==> src/rtl/prim_lc_tx_sender.sv <==
`default_nettype none
// ============================================================================
// Module      : prim_lc_tx_sender
// Description : Source-side driver for a 4-bit life-cycle multibit enable.
//               Drives a fully registered lc_en_o toward a remote
//               synchronizer, waits for the echoed value to come back, and
//               reports completion. A watchdog forces Off and latches an
//               error when the echo never arrives.
// Revision    : 1.0 - initial release
// ============================================================================
module prim_lc_tx_sender #(
    parameter bit          ResetValueIsOn = 1'b0,
    parameter bit          StickyOn       = 1'b0,
    parameter bit          AckSyncOn      = 1'b1,
    parameter int unsigned Timeout        = 255
) (
    input  logic       clk_i,
    input  logic       rst_ni,
    input  logic       req_i,
    input  logic       en_i,
    input  logic [3:0] ack_i,
    output logic [3:0] lc_en_o,
    output logic       busy_o,
    output logic       done_o,
    output logic       err_o
);

    localparam logic [3:0]  C_LC_ON    = 4'b0101;
    localparam logic [3:0]  C_LC_OFF   = 4'b1010;
    localparam logic [3:0]  C_LC_RESET = ResetValueIsOn ? C_LC_ON : C_LC_OFF;
    // A zero timeout still needs a one-bit counter so the declarations stay legal.
    localparam int unsigned C_CNT_W    = (Timeout > 0) ? $clog2(Timeout + 1) : 1;
    localparam logic [C_CNT_W-1:0] C_CNT_MAX = C_CNT_W'(Timeout);

    typedef enum logic [1:0] {
        ST_IDLE  = 2'd0,
        ST_WAIT  = 2'd1,
        ST_ERROR = 2'd2
    } state_e;

    state_e               r_state;
    state_e               w_state_d;
    logic [3:0]           r_lc_en;
    logic [3:0]           w_lc_en_d;
    logic [C_CNT_W-1:0]   r_cnt;
    logic [C_CNT_W-1:0]   w_cnt_d;
    logic                 r_done;
    logic                 w_done_d;
    logic                 r_err;
    logic                 w_err_d;
    logic [3:0]           w_target;
    logic [3:0]           w_ack_s;

    generate
        if (AckSyncOn) begin : g_ack_sync
            logic [3:0] r_ack_sync;
            // Capture register bringing the echo into this clock domain; its
            // single cycle of latency is what the completion timing is built on.
            always_ff @(posedge clk_i or negedge rst_ni) begin
                if (!rst_ni) begin
                    r_ack_sync <= C_LC_RESET;
                end else begin
                    r_ack_sync <= ack_i;
                end
            end
            assign w_ack_s = r_ack_sync;
        end else begin : g_ack_direct
            // Echo already lives in this clock domain.
            assign w_ack_s = ack_i;
        end
    endgenerate

    // State, output enable, watchdog counter and status registers.
    always_ff @(posedge clk_i or negedge rst_ni) begin
        if (!rst_ni) begin
            r_state <= ST_IDLE;
            r_lc_en <= C_LC_RESET;
            r_cnt   <= '0;
            r_done  <= 1'b0;
            r_err   <= 1'b0;
        end else begin
            r_state <= w_state_d;
            r_lc_en <= w_lc_en_d;
            r_cnt   <= w_cnt_d;
            r_done  <= w_done_d;
            r_err   <= w_err_d;
        end
    end

    // Next-state logic: accept requests in Idle, wait for the echo, trip on timeout.
    always_comb begin
        w_state_d = r_state;
        w_lc_en_d = r_lc_en;
        w_cnt_d   = r_cnt;
        w_done_d  = 1'b0;
        w_err_d   = r_err;
        w_target  = en_i ? C_LC_ON : C_LC_OFF;

        case (r_state)
            ST_IDLE: begin
                if (req_i) begin
                    if (StickyOn && (r_lc_en == C_LC_ON) && (w_target == C_LC_OFF)) begin
                        // Refused: once On, the enable stays On until reset.
                        w_done_d = 1'b1;
                    end else if (w_target == r_lc_en) begin
                        w_done_d = 1'b1;
                    end else begin
                        w_lc_en_d = w_target;
                        w_cnt_d   = '0;
                        w_state_d = ST_WAIT;
                    end
                end
            end

            ST_WAIT: begin
                if (w_ack_s == r_lc_en) begin
                    w_state_d = ST_IDLE;
                    w_done_d  = 1'b1;
                end else if ((Timeout != 0) && (r_cnt == C_CNT_MAX)) begin
                    w_state_d = ST_ERROR;
                    w_lc_en_d = C_LC_OFF;
                    w_err_d   = 1'b1;
                end else if (Timeout != 0) begin
                    // Compare happens before increment, so the counter never wraps.
                    w_cnt_d = r_cnt + C_CNT_W'(1);
                end
            end

            ST_ERROR: begin
                w_lc_en_d = C_LC_OFF;
                w_err_d   = 1'b1;
            end

            default: begin
                // Unreachable encoding: fail safe into the terminal error state.
                w_state_d = ST_ERROR;
                w_lc_en_d = C_LC_OFF;
                w_err_d   = 1'b1;
            end
        endcase
    end

    assign lc_en_o = r_lc_en;
    assign busy_o  = (r_state != ST_IDLE);
    assign done_o  = r_done;
    assign err_o   = r_err;

endmodule
`default_nettype wire

==> config.mk <==
export PLATFORM = sky130hd
export DESIGN_NAME = prim_lc_tx_sender
export DESIGN_NICKNAME = d
export VERILOG_FILES = /design/src/rtl/prim_lc_tx_sender.sv
export SDC_FILE = /design/constraint.sdc
export NUM_CORES = 1
export LEC_CHECK = 0
export ABC_AREA = 0
export BUFFER_PORTS_ARGS = -buffer_cell sky130_fd_sc_hd__buf_2
export CORE_MARGIN = 2
export CORE_UTILIZATION = 55
export DETAILED_ROUTE_END_ITERATION = 12
export HOLD_SLACK_MARGIN = 0.1
export PLACE_DENSITY_LB_ADDON = 0.12
export REMOVE_ABC_BUFFERS = 1
export SLEW_MARGIN = 20
export SYNTH_ARGS = -nofsm -noshare
export SYNTH_HDL_FRONTEND = slang
export SYNTH_SLANG_ARGS = --single-unit
==> constraint.sdc <==
create_clock -name clk_i -period 2.35 [get_ports clk_i]
set_input_delay 0.235 -clock clk_i [delete_from_list [all_inputs] [get_ports clk_i]]
set_output_delay 0.235 -clock clk_i [all_outputs]
set_load 0.02 [all_outputs]
==> results of run 1 <==
## layer usage
metal | global-route usage | up-vias | share of wire
li1 | - | 369 | -
met1 | 0.286 | 337 | 0.51
met2 | 0.293 | 25 | 0.44
met3 | 0.0238 | 4 | 0.040
met4 | 0.0882 | 0 | 0.015
met5 | 0 | - | 0
## placed cells by master, fill, tap and decap left out, types with 2 or more instances in the layout
master / count
sky130_fd_sc_hd__mux2i_1: 2
sky130_fd_sc_hd__nor2b_1: 2
sky130_fd_sc_hd__a31oi_1: 5
sky130_fd_sc_hd__nand2_1: 9
sky130_fd_sc_hd__and3_1: 2
sky130_fd_sc_hd__dfstp_2: 3
sky130_fd_sc_hd__nand2b_1: 2
sky130_fd_sc_hd__and3_4: 2
sky130_fd_sc_hd__buf_2: 14
sky130_fd_sc_hd__clkbuf_4: 3
sky130_fd_sc_hd__nor3_1: 3
sky130_fd_sc_hd__nand4_1: 2
sky130_fd_sc_hd__o311ai_0: 2
sky130_fd_sc_hd__nand3_1: 6
sky130_fd_sc_hd__o211ai_1: 2
sky130_fd_sc_hd__inv_1: 4
sky130_fd_sc_hd__a311o_1: 2
sky130_fd_sc_hd__o21a_1: 2
sky130_fd_sc_hd__dfrtp_1: 15
sky130_fd_sc_hd__nor2_1: 2
sky130_fd_sc_hd__a21oi_1: 2
sky130_fd_sc_hd__dlygate4sd3_1: 5
sky130_fd_sc_hd__or2_2: 2
## worst max-delay path: cells and delay by family, from the launching register on
family	cells	cell delay [ps]
and+or+nand+nor	2	620
DFF	1	470
AOI/OAI and AO/OA	2	460
## flip-flops by register name (all words and copies together), names as in the netlist
register,count
done_o,1
r_cnt,8
lc_en_o,2
err_o,1
r_state,2
g_ack_sync.r_ack_sync,4
## logic make-up (layout without fill, tap and decap cells)
logic type               Yosys count  in the layout  synth area share
flip-flops                        18             18             0.476
AO/OA/AOI/OAI                     21             21             0.207
buffers and inverters              7             27            0.0367
AND/OR/NAND/NOR                   38             38             0.246
adder cells (fa/ha/maj)            1              1            0.0131
multiplexers                       2              2            0.0210
## worst max-delay path by stage
stage / startpoint / cells past startpoint / to
finish: r_state[0] / 4 / r_cnt[7]
global route: r_state[0] / 4 / r_cnt[7]
CTS: r_cnt[0] / 5 / r_cnt[7]
detailed placement: r_cnt[0] / 5 / r_cnt[7]
global placement: r_state[0] / 4 / r_cnt[7]
floorplan: lc_en_o[2] / 4 / err_o
## per-stage QoR
stage | power (mW) | cells | setup slack (ps)
2_1_floorplan | 0.533 | 84 | 705
3_3_place_gp | 0.575 | 115 | 760
4_1_cts | 0.749 | 124 | 723
5_1_grt | 0.790 | 124 | 579
3_5_place_dp | 0.581 | 115 | 734
6_report | 0.740 | 124 | 720
## what timing repair did
action,CTS,global route
hold buffers,5,0
endpoints found under the setup margin,0,0
hold endpoints to repair,19,0
## power by group
part	switching [mW]	internal [mW]	leakage, nW
registers	0.0611	0.362	0.206
clock network	0.0924	0.0661	0.0150
logic	0.0845	0.0739	0.240
total	0.238	0.502	0.461
## area by class of cell
| class | instances | share of cell area |
|---|---|---|
| clock buffer | 4 | 0.0238 |
| sequential | 18 | 0.412 |
| inverter | 4 | 0.0136 |
| multi-input combinational | 62 | 0.422 |
| timing repair buffer | 19 | 0.109 |
| tap | 17 | 0.0193 |
==> metrics.txt, run 1 <==
status=finished clean; routed vias=735; CTS buffer count=3; number of flip-flops and latches in the synthesized netlist=18; number of design-rule violations left by the first detailed-router iteration=21; fin crit period=1630 ps; proportion of register bits with asynchronous set or reset after synthesis=1.00; maximum clock path buffer count=2; Static Leak=0.461 nW; initial antenna violation count=0; largest net degree at the start of global routing=19; minimum hold slack=227 ps; Die Span X=45.7 µm; setup repair after global routing missed its margin=false; Post-synth top flop=sky130_fd_sc_hd__dfrtp_1; sum of net half-perimeters after detailed placement=1280 µm; Cell variety after synth=35; final weighted congestion in routability-driven placement=0.770; number of buffers added on ports=14; area leader, netlist=sky130_fd_sc_hd__dfrtp_1; hold_sp=en_i; final period utilization=0.694; area growth from synthesis to final layout=15.5%; maximum clock rate=614 MHz; Seq. cell area=454 µm²; data required time of the worst path=2570 ps; startpoint kind of the worst setup timing path=flip-flop; GRT Overall Usage=0.197; Sinks on Clock Net=18; relative max-transition margin=0.653; fraction of layout cells with a size suffix above 1=0.290; Setup crit end kind=flip-flop; clock latency of the later-clocked register in the worst-skew pair=290 ps; Critical Path Max Stage Delay=480 ps; total die area=2080 µm²; depth of the CTS H-tree=1; most common cell in the synthesized netlist=sky130_fd_sc_hd__dfrtp_1; Avg Synthesized Cell Area=11.0 µm²; peak supply drop=468 µV; filler instances=130; clock slew at reported path FFs=100 ps; number of enable-type register cells in the synthesized netlist=0; Die Y=45.7 µm; biggest area contributors in the synthesized netlist=sky130_fd_sc_hd__dfrtp_1 39%, sky130_fd_sc_hd__dfstp_2 8.3%, sky130_fd_sc_hd__nand2_1 3.5%; Worst Clk Skew=3.70 ps; post-synthesis instance area=955 µm²; Remaining DRCs=0; number of hold violations in the final report=0; Worst Path Arrival=1850 ps; final setup violation count=0; gr ovfl total=0; wire length after detailed routing=1790 µm; CTS Root Cell=sky130_fd_sc_hd__clkbuf_4; worst r2r dst=r_cnt[7]; sequential share of the synthesized area=0.476; drt via density=5.93; count of cells resized by post-cts repair=0; top-level port count=15; area of the multi-input gates=465 µm²; number of inserted diodes=0; slack of the worst reg-to-reg path=720 ps; cell at the slowest stage of the critical path=sky130_fd_sc_hd__nor2b_1; # Max-Cap Violations=0; post-route cell area=1100 µm²; Core Rows=15; post-synthesis instance total=87; R2R Path Start=r_state[0]; hold-critical path endpoint=lc_en_o[2]; number of pins exceeding their max-slew limit in the final report=0; fraction of synthesized cell area taken by the top area cell type=0.393; Yosys Warn Count=0; placeable core region=1670 µm²; vias in the first global route=661; worst-path maximum fanout=8; first-pass GRT wire length=2900 µm; worst setup path category=reg2reg; number of nets in the final layout=117; starting density of the core=0.572; transition time at the pin with the least slew margin=520 ps; reg2reg path depth=4; Avg WL per Cell=14.4 µm; number of iterations in the first detailed-routing pass=4; post-place instance area=1030 µm²; setup tns final=0 ps; top post-synthesis cells by count=15 x sky130_fd_sc_hd__dfrtp_1, 9 x sky130_fd_sc_hd__nand2_1, 6 x sky130_fd_sc_hd__nand3_1; Worst Hold Class=in2reg; hold-critical path depth=3; power per standard cell area=671 nW/µm²; postcts setup bufs=0; CP Cell Sequence=nor2b_1, o21a_1, nand2_1, o221ai_2; clock tree from TritonCTS=yes; post-detailed-route count of antenna-violating nets=0; share of the core filled with cells in the final layout=0.660
No activity file was read; power rests on OpenSTA's default activity.
==> run 2, diff against run 1 <==
Settings changed: CORE_UTILIZATION 55 to 54.
Clock period 2.35 ns to 1.55 ns, I/O delays scaled along.
==> run 2 against run 1 <==
Sequential cell count unchanged; total power up 65%; sequential share of layout area down 3.3 points; sequential power up 52%; core utilization up 4.9 points; hold slack worse by 88 ps; cell count up 6.5%; combinational power up 78%; critical path depth unchanged; first-iteration DRC count up 67%; worst setup slack worse by 680 ps.
==> metrics.txt, run 2 (same netlist as run 1, synthesis figures left out) <==
hold_sp=en_i (unchanged); highest-count cells in the layout ignoring fill and taps=15 x sky130_fd_sc_hd__dfrtp_1, 14 x sky130_fd_sc_hd__buf_2, 8 x sky130_fd_sc_hd__nand2_1, 8 x sky130_fd_sc_hd__buf_4, 6 x sky130_fd_sc_hd__nand3_1 (was 15 x sky130_fd_sc_hd__dfrtp_1, 14 x sky130_fd_sc_hd__buf_2, 9 x sky130_fd_sc_hd__nand2_1); maximum clock path buffer count=2 (unchanged); starting density of the core=0.565 (was 0.572); number of pins exceeding their max-slew limit in the final report=0 (unchanged); startpoint kind of the worst setup timing path=flip-flop (unchanged); hold-critical path endpoint=lc_en_o[2] (unchanged); total die area=2120 µm² (was 2080 µm²); hold-critical path depth=3 (unchanged); first-pass GRT wire length=3290 µm (was 2900 µm); setup repair after global routing missed its margin=true (was false); Die Y=46.0 µm (was 45.7 µm); initial antenna violation count=0 (unchanged); Critical Path Max Stage Delay=600 ps (was 480 ps); relative max-transition margin=0.727 (was 0.653); power per standard cell area=1020 nW/µm² (was 671 nW/µm²); largest registers ranked by flip-flop count=r_cnt: 8 flops, g_ack_sync.r_ack_sync: 4 flops (unchanged); drt via density=5.92 (was 5.93); cell at the slowest stage of the critical path=sky130_fd_sc_hd__dfstp_2 (was sky130_fd_sc_hd__nor2b_1); top-level port count=15 (unchanged); sum of buffers and inverters on the critical path=0 (unchanged); number of inserted diodes=0 (unchanged); peak supply drop=567 µV (was 468 µV); Worst Path Arrival=1690 ps (was 1850 ps); leading cell type in the layout, fill and taps excluded=sky130_fd_sc_hd__dfrtp_1 (unchanged); smallest setup slack after layout=36.1 ps (was 720 ps); Die Span X=46.0 µm (was 45.7 µm); status=finished clean (unchanged); CTS Root Cell=sky130_fd_sc_hd__clkbuf_4 (unchanged); number of nets in the final layout=125 (was 117); number of flip-flops in the largest register=8 (unchanged); worst-path maximum fanout=7 (was 8); part of the power in registers=0.527 (was 0.572); share of the core filled with cells in the final layout=0.709 (was 0.660); reg2reg path depth=4 (unchanged); fin crit period=1510 ps (was 1630 ps); Remaining DRCs=0 (unchanged); worst r2r dst=r_cnt[0] (was r_cnt[7]); number of buffers added on ports=14 (unchanged); final period utilization=0.977 (was 0.694); largest reg by FF count=r_cnt (unchanged); largest net degree at the start of global routing=19 (unchanged); Comb power frac=0.232 (was 0.214); final weighted congestion in routability-driven placement=0.797 (was 0.770); switching fraction of total power=0.319 (was 0.321); fraction of layout cells with a size suffix above 1=0.391 (was 0.290); Setup crit end kind=flip-flop (unchanged); Worst Clk Skew=1.65 ps (was 3.70 ps); Worst Hold Class=in2reg (unchanged); category of cells accounting for the largest share of critical-path delay=flip-flops (was simple AND/OR/NAND/NOR gates); area growth from synthesis to final layout=25.4% (was 15.5%); number of design-rule violations left by the first detailed-router iteration=35 (was 21); data required time of the worst path=1720 ps (was 2570 ps); Sinks on Clock Net=18 (unchanged); transition time at the pin with the least slew margin=410 ps (was 520 ps); # Max-Cap Violations=0 (unchanged); wire length after detailed routing=2010 µm (was 1790 µm); number of iterations in the first detailed-routing pass=4 (unchanged); CP Cell Sequence=nor3_2, o22a_4, o31ai_4, mux2i_1 (was nor2b_1, o21a_1, nand2_1, o221ai_2); clock latency of the later-clocked register in the worst-skew pair=300 ps (was 290 ps); Core Rows=15 (unchanged); setup tns final=0 ps (unchanged); clock share of power=0.242 (was 0.214); post-route cell area=1200 µm² (was 1100 µm²); number of hold violations in the final report=0 (unchanged); worst setup path category=reg2reg (unchanged); R2R Path Start=lc_en_o[1] (was r_state[0]); Static Leak=0.510 nW (was 0.461 nW); total internal power=831 µW (was 502 µW); routed vias=782 (was 735); CTS buffer count=3 (unchanged); placeable core region=1690 µm² (was 1670 µm²); post-place instance area=1080 µm² (was 1030 µm²); gr ovfl total=0 (unchanged); post-detailed-route count of antenna-violating nets=0 (unchanged); slack of the worst reg-to-reg path=40 ps (was 720 ps); depth of the CTS H-tree=1 (unchanged); vias in the first global route=721 (was 661); pre-CTS setup slack=-5.77 ps (was 734 ps); Avg WL per Cell=15.2 µm (was 14.4 µm); net switching power figure=388 µW (was 238 µW); GRT Overall Usage=0.227 (was 0.197); clock slew at reported path FFs=100 ps (about the same); maximum clock rate=661 MHz (was 614 MHz); clock tree from TritonCTS=yes (unchanged); sum of net half-perimeters after detailed placement=1430 µm (was 1280 µm); final setup violation count=0 (unchanged)
run 2: power groups by stage:
stage | logic, mW | clock network, mW | registers [mW]
final | 0.282 | 0.295 | 0.642
after global routing | 0.315 | 0.324 | 0.656
after CTS | 0.272 | 0.309 | 0.639
after detailed placement | 0.260 | 0 | 0.648
after global placement | 0.251 | 0 | 0.646
after floorplan | 0.179 | 0 | 0.628
run 2: worst max path at each step:
stage	startpoint	to	slack (ps)	cells past startpoint
finish	lc_en_o[1]	r_cnt[0]	40	4
global route	lc_en_o[1]	r_cnt[4]	-40	4
detailed placement	lc_en_o[1]	r_cnt[7]	-6	4
CTS	lc_en_o[1]	r_cnt[4]	8	4
global placement	lc_en_o[1]	r_cnt[7]	4	4
floorplan	lc_en_o[2]	err_o	-100	4
run 2: worst min-delay path, stage by stage:
cell	delay, ps
sky130_fd_sc_hd__buf_2	110
sky130_fd_sc_hd__nand2_1	80
sky130_fd_sc_hd__a21oi_1	60
run 2: metrics by stage:
stage	instances	hold WS [ps]	power, mW
2_1_floorplan	84	-141	0.807
3_3_place_gp	122	102	0.897
3_5_place_dp	122	108	0.908
4_1_cts	131	122	1.22
5_1_grt	132	143	1.29
6_report	132	140	1.22
run 2: layout make-up:
class | instances | area (µm²)
timing repair buffer | 27 | 180
inverter | 4 | 15.0
multi-input combinational | 62 | 490
clock buffer | 4 | 36.3
tap | 17 | 21.3
sequential | 18 | 454
fill | 134 | 492
run 2: what timing repair did:
item / in CTS / in global routing
gates resized for setup: 1 / 8
setup endpoints to repair: 4 / 11
hold buffers: 5 / 0
buffers inserted: 0 / 1
gates cloned: 0 / 0
endpoints found under the hold margin: 22 / 0
pin swaps: 1 / 4
run 2: metal layers:
metal | wire length [µm] | global-route usage | share of wire | up-vias
met4 | 22 | 0.0800 | 0.011 | 0
met5 | 0 | 0 | 0 | -
li1 | - | - | - | 383
met2 | 964 | 0.344 | 0.48 | 13
met1 | 953 | 0.301 | 0.47 | 384
met3 | 72 | 0.0754 | 0.036 | 2
